<file path="src/rtl/pp_shift_accum.sv">
// Shift-and-accumulate engine for partial products. Accepts one operand per
// beat with a runtime left shift, sums the shifted terms modulo 2^(2*RADIX),
// and presents the sum once the group closes (in_last or MAX_TERMS reached).
//
// Ports:
//   clk, rst_n          clock (rising edge), synchronous active-low reset
//   clear               synchronous abort of the current group
//   in_valid/in_ready   operand beat handshake
//   in_data, in_shift   operand and its left-shift amount
//   in_last             beat closes the group
//   out_valid/out_ready result handshake
//   out_res             accumulated sum, mod 2^ACC_W
//   out_terms           number of terms in the group
//   out_ovf             sticky overflow for the group
module pp_shift_accum #(
    parameter int unsigned SIZE      = 45,
    parameter int unsigned RADIX     = 54,
    parameter int unsigned MAX_TERMS = 8,
    parameter int unsigned SH_W      = 7,
    parameter int unsigned CNT_W     = 4
) (
    input  logic                 clk,
    input  logic                 rst_n,
    input  logic                 clear,
    input  logic                 in_valid,
    output logic                 in_ready,
    input  logic [SIZE-1:0]      in_data,
    input  logic [SH_W-1:0]      in_shift,
    input  logic                 in_last,
    output logic                 out_valid,
    input  logic                 out_ready,
    output logic [2*RADIX-1:0]   out_res,
    output logic [CNT_W-1:0]     out_terms,
    output logic                 out_ovf
);

    localparam int unsigned ACC_W  = 2 * RADIX;
    // Wide enough to hold every bit of in_data at the largest possible shift.
    localparam int unsigned WIDE_W = SIZE + (1 << SH_W);

    typedef enum logic [1:0] {
        S_IDLE = 2'd0,
        S_ACC  = 2'd1,
        S_OUT  = 2'd2
    } state_t;

    state_t             state, state_d;
    logic [ACC_W-1:0]   acc, acc_d;
    logic [CNT_W-1:0]   cnt, cnt_d;
    logic               ovf, ovf_d;
    logic               in_ready_d, out_valid_d;

    logic [WIDE_W-1:0]  wide;
    logic [ACC_W-1:0]   sh;
    logic               sh_ovf;
    logic [ACC_W:0]     sum;
    logic [CNT_W-1:0]   cnt_inc;
    logic               accept;
    logic               closing;

    // Shifted operand; any set bit at or above ACC_W flags overflow.
    assign wide    = WIDE_W'(in_data) << in_shift;
    assign sh      = wide[ACC_W-1:0];
    assign sh_ovf  = |wide[WIDE_W-1:ACC_W];
    assign sum     = {1'b0, acc} + {1'b0, sh};
    assign cnt_inc = cnt + CNT_W'(1);
    assign accept  = in_valid & in_ready;
    assign closing = in_last || (cnt_inc == CNT_W'(MAX_TERMS));

    // State and datapath registers.
    always_ff @(posedge clk) begin
        if (!rst_n) begin
            state <= S_IDLE;
            acc   <= '0;
            cnt   <= '0;
            ovf   <= 1'b0;
        end else begin
            state <= state_d;
            acc   <= acc_d;
            cnt   <= cnt_d;
            ovf   <= ovf_d;
        end
    end

    // Next state and next datapath values; clear beats any handshake.
    always_comb begin
        state_d = state;
        acc_d   = acc;
        cnt_d   = cnt;
        ovf_d   = ovf;
        if (clear) begin
            state_d = S_IDLE;
            acc_d   = '0;
            cnt_d   = '0;
            ovf_d   = 1'b0;
        end else begin
            case (state)
                S_IDLE: begin
                    if (accept) begin
                        acc_d   = sh;
                        cnt_d   = CNT_W'(1);
                        ovf_d   = sh_ovf;
                        state_d = (in_last || (MAX_TERMS == 1)) ? S_OUT : S_ACC;
                    end
                end
                S_ACC: begin
                    if (accept) begin
                        acc_d   = sum[ACC_W-1:0];
                        cnt_d   = cnt_inc;
                        ovf_d   = ovf | sh_ovf | sum[ACC_W];
                        state_d = closing ? S_OUT : S_ACC;
                    end
                end
                S_OUT: begin
                    if (out_valid && out_ready) begin
                        state_d = S_IDLE;
                    end
                end
                default: state_d = S_IDLE;
            endcase
        end
    end

    // Handshake flags decoded from the next state so they register with it.
    always_comb begin
        in_ready_d  = 1'b1;
        out_valid_d = 1'b0;
        if (state_d == S_OUT) begin
            in_ready_d  = 1'b0;
            out_valid_d = 1'b1;
        end
    end

    always_ff @(posedge clk) begin
        if (!rst_n) begin
            in_ready  <= 1'b1;
            out_valid <= 1'b0;
        end else begin
            in_ready  <= in_ready_d;
            out_valid <= out_valid_d;
        end
    end

    // Result fields come straight from the accumulator registers, which hold
    // steady while the result waits in S_OUT.
    assign out_res   = acc;
    assign out_terms = cnt;
    assign out_ovf   = ovf;

endmodule

</file>
<file path="config.mk">
export PLATFORM = sky130hd
export DESIGN_NAME = pp_shift_accum
export DESIGN_NICKNAME = d
export VERILOG_FILES = /design/src/rtl/pp_shift_accum.sv
export SDC_FILE = /design/constraint.sdc
export NUM_CORES = 1
export LEC_CHECK = 0
export BUFFER_PORTS_ARGS = -buffer_cell sky130_fd_sc_hd__buf_2
export CORE_UTILIZATION = 55
export DETAILED_ROUTE_END_ITERATION = 8
export PLACE_DENSITY_LB_ADDON = 0.08
export SLEW_MARGIN = 10
export SYNTH_ARGS = -nofsm -noshare
export SYNTH_HDL_FRONTEND = slang
export SYNTH_SLANG_ARGS = --single-unit
</file>
<file path="constraint.sdc">
create_clock -name clk -period 17.1 [get_ports clk]
set_clock_uncertainty 0.2 [all_clocks]
set_input_delay 5.13 -clock clk [delete_from_list [all_inputs] [get_ports clk]]
set_output_delay 5.13 -clock clk [all_outputs]
set_load 0.1 [all_outputs]
</file>
; ---- Word level (Yosys, flattened, before mapping)
; Index checks and enable logic that the tools add are counted.
; Widths: inputs -> output; s select.
[op_classes]
bitwise_logic = 4
n_eq_ne = 6
addsub = 2
n_shift = 1
mux = 18
n_reduce_logical = 7
[ops]
columns = cell, n
row1 = $mux 108, 2
row2 = $pmux 108 s2, 1
row3 = $shl 45x7->173, 1
row4 = $add 108x108->109, 1
row5 = $reduce_or 65->1, 1
row6 = $mux 2, 6
row7 = $mux 4, 2
row8 = $pmux 4 s2, 1
row9 = $pmux 2 s3, 1
row10 = $add 4x1->4 const B, 1
row11 = $eq 2x2->1 const B, 2
row12 = $eq 4x4->1 const B, 1
row13 = $mux 1, 4
row14 = $ne 2x2->1 const B, 2
row15 = $reduce_and 3->1, 1
row16 = $eq 2x1->1 const B, 1
row17 = $logic_not 2->1, 1
row18 = $or 1x1->1, 2
row19 = $pmux 1 s2, 1
row20 = $reduce_bool 2->1, 1
row21 = $reduce_or 2->1, 1
row22 = $and 1x1->1, 1
row23 = $logic_and 1x1->1, 1
row24 = $logic_or 1x1->1, 1
row25 = $not 1->1, 1
[word_totals]
output_inout_bits = 115
elab_cells = 44
input_bits = 58
reg_bits = 117

; ---- Depth between registers and ports, before layout
[depth]
word_depth = 9
depth_mapped = 27
mapped_depth_nobuf = 23

; ---- Worst setup path before layout
; Ideal clock, no wire load.
[synth_timing]
path_kind = input to register
start = input in_shift[3]
end = register acc[95], in the netlist out_res[95]
path_buffers = 3
required_ns = 16.782
setup_time_ns = 0.118
arrival_ns = 9.543
slack_ns = 7.240
stages = 24
path_cell_list = buf_4 buf_1 mux4_2 and2_1 a31o_2 mux2i_1 mux2i_1 nand2_1 o21ai_0 and2_1 ha_1 clkbuf_1 a21oi_1 o21ai_0 a211oi_1 o211ai_1 a211oi_1 a21bo_1 a21oi_2 a2bb2oi_2 nand2b_4 a21oi_1 a311o_1 a22o_1
[synth_between]
elab_chain_len = 4
word_cells_on_any_way = 5
cone_classes = add/sub (1) / shift (1) / mux (3)
[synth_lines]
columns = element, line_no
row1 = from (decl), 28  ; input logic [SH_W-1:0] in_shift,
row2 = $shl 45x7->173 *, 62  ; assign wide = WIDE_W'(in_data) << in_shift;
row3 = $add 108x108->109, 65  ; assign sum = {1'b0, acc} + {1'b0, sh};
row4 = $mux 108, 107  ; if (accept) begin
row5 = $pmux 108 s2 *, 97  ; case (state)
row6 = to (signal assigned), 74  ; acc <= '0;
row7 = to (signal assigned), 79  ; acc <= acc_d;
row8 = to (decl), 48  ; logic [ACC_W-1:0] acc, acc_d;
; Every way passes the cells marked *; elsewhere a longest branch is shown, timed or not. The select of a mux whose other input is x is not followed.
; A chain may end at the register's enable or synchronous reset.

; ---- Worst setup path in the final report
[layout_timing]
start = input in_shift[0]
end = register ovf, in the netlist out_ovf
[layout_between]
elab_chain_len = 6
word_cells_on_any_way = 8
cone_classes = add/sub (1) / shift (1) / mux (3) / bitwise (2) / reduce/logical (1)
[layout_lines]
columns = element, line_no
row1 = $shl 45x7->173 *, 62
row2 = "parallel branches: the longest is 4 deep, another holds $add 108x108->109", --
row3 = $pmux 1 s2 *, 97
row4 = to (signal assigned), 81  ; ovf <= ovf_d;
row5 = to (decl), 50  ; logic ovf, ovf_d;
; Every way passes the cells marked *. The select of a mux whose other input is x is not followed.

==> results_tabular.tex <==
\begin{tabular}{lr}
\hline
Metric & Value \\
\hline
\multicolumn{2}{l}{\textbf{Synth}} \\
Synthesized netlist net count & about 2500 \\
Post-synth EDFFs & 0 \\
Commonest cells in the synthesized netlist & sky130\_fd\_sc\_hd\_\_nand2\_1 (313), sky130\_fd\_sc\_hd\_\_a21oi\_1 (278), sky130\_fd\_sc\_hd\_\_nor2\_1 (275), sky130\_fd\_sc\_hd\_\_o21ai\_0 (156), sky130\_fd\_sc\_hd\_\_dfxtp\_1 (117) \\
Sequential element share of the synthesized area & around 15\% \\
Prevailing post-synth register cell & sky130\_fd\_sc\_hd\_\_dfxtp\_1 \\
Syn Inst Count & about 2300 \\
Average cell area after synthesis & roughly 7 um2 \\
Most area-consuming cells after synthesis & sky130\_fd\_sc\_hd\_\_dfxtp\_1 (15\%), sky130\_fd\_sc\_hd\_\_a21oi\_1 (8.6\%), sky130\_fd\_sc\_hd\_\_ha\_1 (8.5\%) \\
Syn. warnings & 0 \\
Top cell type by total area after synthesis & sky130\_fd\_sc\_hd\_\_dfxtp\_1 \\
Most frequent cell after synthesis & sky130\_fd\_sc\_hd\_\_nand2\_1 \\
Flops \& latches, synth & 117 \\
Top cell type's share of synthesized area & around 15\% \\
Share of synthesized flip-flops with an asynchronous set or reset & 0\% \\
Cell area after synthesis & about 0.016 mm2 \\
Count of distinct cell types in the synthesized netlist & 100 \\
\multicolumn{2}{l}{\textbf{STA}} \\
Final critical delay including setup and external delays & about 12 ns \\
Final worst slack & between 5 and 6 ns \\
Timing-limited maximum frequency & between 80 and 90 MHz \\
Max\_slew headroom & slightly below 7\% \\
Final hold viol count & 0 \\
Total negative setup slack & 0 ns \\
Setup violations, final & 0 \\
Transition at the pin with the smallest max-transition slack & 1.38 ns \\
Setup repair after global routing missed its margin & false \\
Post-route clock period utilization & roughly 70\% \\
Final number of max-transition violations & 0 \\
\multicolumn{2}{l}{\textbf{Die}} \\
DIE AREA & around 0.030 mm2 \\
Overall die height & 173 um \\
Top Ports & roughly 170 \\
Starting utilization of the core area & between 50\% and 60\% \\
Horiz. Die Dim & between 150 and 200 um \\
Core Rows & 62 \\
Core region area & approximately 0.029 mm2 \\
\multicolumn{2}{l}{\textbf{Worst setup path}} \\
Type of origin of the critical path & input port \\
Crit path capture type & register \\
CP required & 17.28 ns \\
Max Fanout on Critical Path & 47 \\
Worst Path Arrival & 12.15 ns \\
Path type of the worst setup path & input port to register \\
\multicolumn{2}{l}{\textbf{CTS}} \\
CTS max path bufs & 2 \\
Hold buffer count at CTS & 0 \\
Register clock-pin slew on the reported worst setup and hold paths & 0.07 ns \\
H-Tree Depth & 4 \\
Later-pin clock latency in the skew report & roughly 0.46 ns \\
TritonCTS sink count & between 100 and 150 \\
Post-CTS Resized & 0 \\
Number of buffers inserted to repair setup after CTS & 0 \\
Number of CTS-inserted buffers & 17 \\
Clock root cell & sky130\_fd\_sc\_hd\_\_clkbuf\_16 \\
CTS tree & done \\
\multicolumn{2}{l}{\textbf{Global routing}} \\
Initial antenna violation count & 1 \\
Pin count of the biggest net entering global routing & 75 \\
Aggregate global routing overflow & 0 \\
Wire length of the first global-routing pass & a little over 100 mm \\
Vias in the first global route & around 18000 \\
Overall global routing resource usage & 44.5\% \\
\multicolumn{2}{l}{\textbf{Power}} \\
Internal Pwr Total & about 650 uW \\
Sw power & between 500 and 600 uW \\
Switching power share of the total & about 44\% \\
Pleak & between 7 and 8 nW \\
Clock Power Share & 33.8\% \\
Maximum ir drop on the vdd rail & between 70 and 80 uV \\
Combinational cell fraction of total power & between 40\% and 50\% \\
Sequential share of power & around a quarter \\
Ratio of total power to cell area & 66.0 mW/mm2 \\
\multicolumn{2}{l}{\textbf{Routing}} \\
Remaining number of nets flagged by the antenna check after routing & 0 \\
Amount of wire on met3 after detailed routing & roughly 8 mm \\
Average wire per standard cell & roughly 25 um \\
Met2 wire length & between 20 and 30 mm \\
Routed via count & around 19000 \\
Detailed-router iteration count before antenna repair & 7 \\
Detailed-route DRC error count & 0 \\
Per-cell via count in the routed design & $\sim$7 \\
Total Routed Length & 68.3 mm \\
M1 WL & 27.2 mm \\
First-iteration detailed-routing DRC count & 2728 \\
Top routing layer in use & met4 \\
\multicolumn{2}{l}{\textbf{Place}} \\
Placed wire-length estimate & around 52 mm \\
Quantity of I/O buffers inserted on ports & roughly 170 \\
Final weighted congestion of routability-driven global placement & between 1 and 1.5 \\
Setup Slack @ Placement & between 4 and 5 ns \\
\multicolumn{2}{l}{\textbf{Cells and area}} \\
Final layout net count & about 2500 \\
Ratio of cells with drive above 1 in the final layout & 13.4\% \\
Area added between synthesis and finish & 8.92\% \\
Count of fill cells added during filler insertion & between 2000 and 3000 \\
\multicolumn{2}{l}{\textbf{Hold path}} \\
Hold/Removal Path Class & register to register \\
\multicolumn{2}{l}{\textbf{Flow run}} \\
Count of maximum capacitance violations & 0 \\
\multicolumn{2}{l}{\textbf{Status}} \\
Run status & finished clean \\
\hline
\end{tabular}
[worst max-delay path: stages]
cell                       delay (ns)
sky130_fd_sc_hd__buf_2           0.68
sky130_fd_sc_hd__inv_1           0.18
sky130_fd_sc_hd__buf_4           0.32
sky130_fd_sc_hd__and3_1          0.23
sky130_fd_sc_hd__a21oi_1         0.37
sky130_fd_sc_hd__a21oi_1         0.17
sky130_fd_sc_hd__o21ai_1         0.68
sky130_fd_sc_hd__nor2_1          0.11
sky130_fd_sc_hd__or2_1           0.28
sky130_fd_sc_hd__a22oi_1         0.16
sky130_fd_sc_hd__nor2_1          0.18
sky130_fd_sc_hd__ha_1            0.50
sky130_fd_sc_hd__nand4_1         0.17
sky130_fd_sc_hd__nor3_1          0.33
sky130_fd_sc_hd__inv_1           0.10
sky130_fd_sc_hd__nor4_1          0.60
sky130_fd_sc_hd__a31oi_1         0.31
sky130_fd_sc_hd__o31ai_1         0.75
sky130_fd_sc_hd__a31oi_1         0.29
sky130_fd_sc_hd__o211ai_1        0.24
sky130_fd_sc_hd__a31oi_1         0.15
sky130_fd_sc_hd__o22ai_1         0.18
[layout by cell type, fill, tap and decap left out, drive strengths merged, types with 14 or more instances in the layout]
cell type,netlist,routed
a211oi,33,33
a21o,30,30
a21oi,282,282
a31oi,28,28
and2,24,24
buf,52,193
clkbuf,108,20
dfxtp,117,117
ha,109,109
inv,56,58
mux2,22,22
mux2i,81,81
mux4,32,32
nand2,313,313
nand3,35,35
nand4,51,51
nor2,276,276
nor2b,14,14
nor3,54,54
nor4,16,16
o21a,18,18
o21ai,168,168
o21bai,31,31
o221ai,57,57
o22ai,40,40
xnor2,57,57
xor2,32,32
[area by class of cell]
class / count / area, um2 / share of cell area, %
flip-flops and latches: 117 / 2340 / 13.4
multi-input cells: 1984 / 12900 / 73.4
repair buffers: 193 / 1020 / 5.81
well taps: 384 / 480 / 2.74
clock inverters: 12 / 153 / 0.871
clock buffers: 20 / 447 / 2.55
diodes: 2 / 5.00 / 0.0285
inverters: 58 / 218 / 1.24
[power by group through the flow]
stage | Clock [mW] | Combinational [mW] | Sequential, mW
3_3_place_gp | 0 | 0.451 | 0.297
4_1_cts | 0.390 | 0.456 | 0.292
5_1_grt | 0.401 | 0.496 | 0.293
6_report | 0.392 | 0.474 | 0.292
3_5_place_dp | 0 | 0.454 | 0.298
2_1_floorplan | 0 | 0.265 | 0.361
[stage by stage]
| step | hold slack, ns | total power, mW | instances | util [%] | cell area [um2] |
|---|---|---|---|---|---|
| final | 0.265 | 1.16 | 2770 | 60.9 | 17500 |
| after global routing | 0.290 | 1.19 | 2768 | 60.9 | 17500 |
| after CTS | 0.268 | 1.14 | 2768 | 60.9 | 17500 |
| after detailed placement | 0.255 | 0.751 | 2736 | 58.8 | 16900 |
| after global placement | 0.251 | 0.748 | 2736 | 58.8 | 16900 |
| after floorplan | 0.418 | 0.626 | 2319 | - | 16100 |
[layer usage]
metal	GRT usage, %	vias to the layer above
met5	0	-
met4	22.8	0
met3	10.3	254
met2	68.0	1326
met1	58.5	9076
li1	-	8702
[state kept, by name, summed over array words and instances (netlist names)]
name,count
out_res,108
in_ready,1
out_ovf,1
state,2
out_valid,1
out_terms,4
[worst paths after layout]
kind / start / endpoint / slack [ns] / cells past startpoint
max: in_shift[0] / out_ovf / 5.13 / 22
min: out_res[76] / out_res[76] / 0.26 / 2
max reg2reg: out_res[0] / out_ovf / 12.26 / 15
min reg2reg: out_res[76] / out_res[76] / 0.26 / 2
[cell families (layout without fill, tap and decap cells)]
group / after synthesis / in the layout / synth area share (%)
simple gates: 843 / 843 / 23.4
compound gates: 807 / 807 / 31.9
buf+inv: 218 / 283 / 5.67
mux: 135 / 135 / 11.1
flops: 117 / 117 / 14.5
fa+ha+maj: 110 / 110 / 8.60
xor+xnor: 89 / 89 / 4.84
other cells: 0 / 2 / 0
Note: power is estimated with default switching activity, not from simulation.
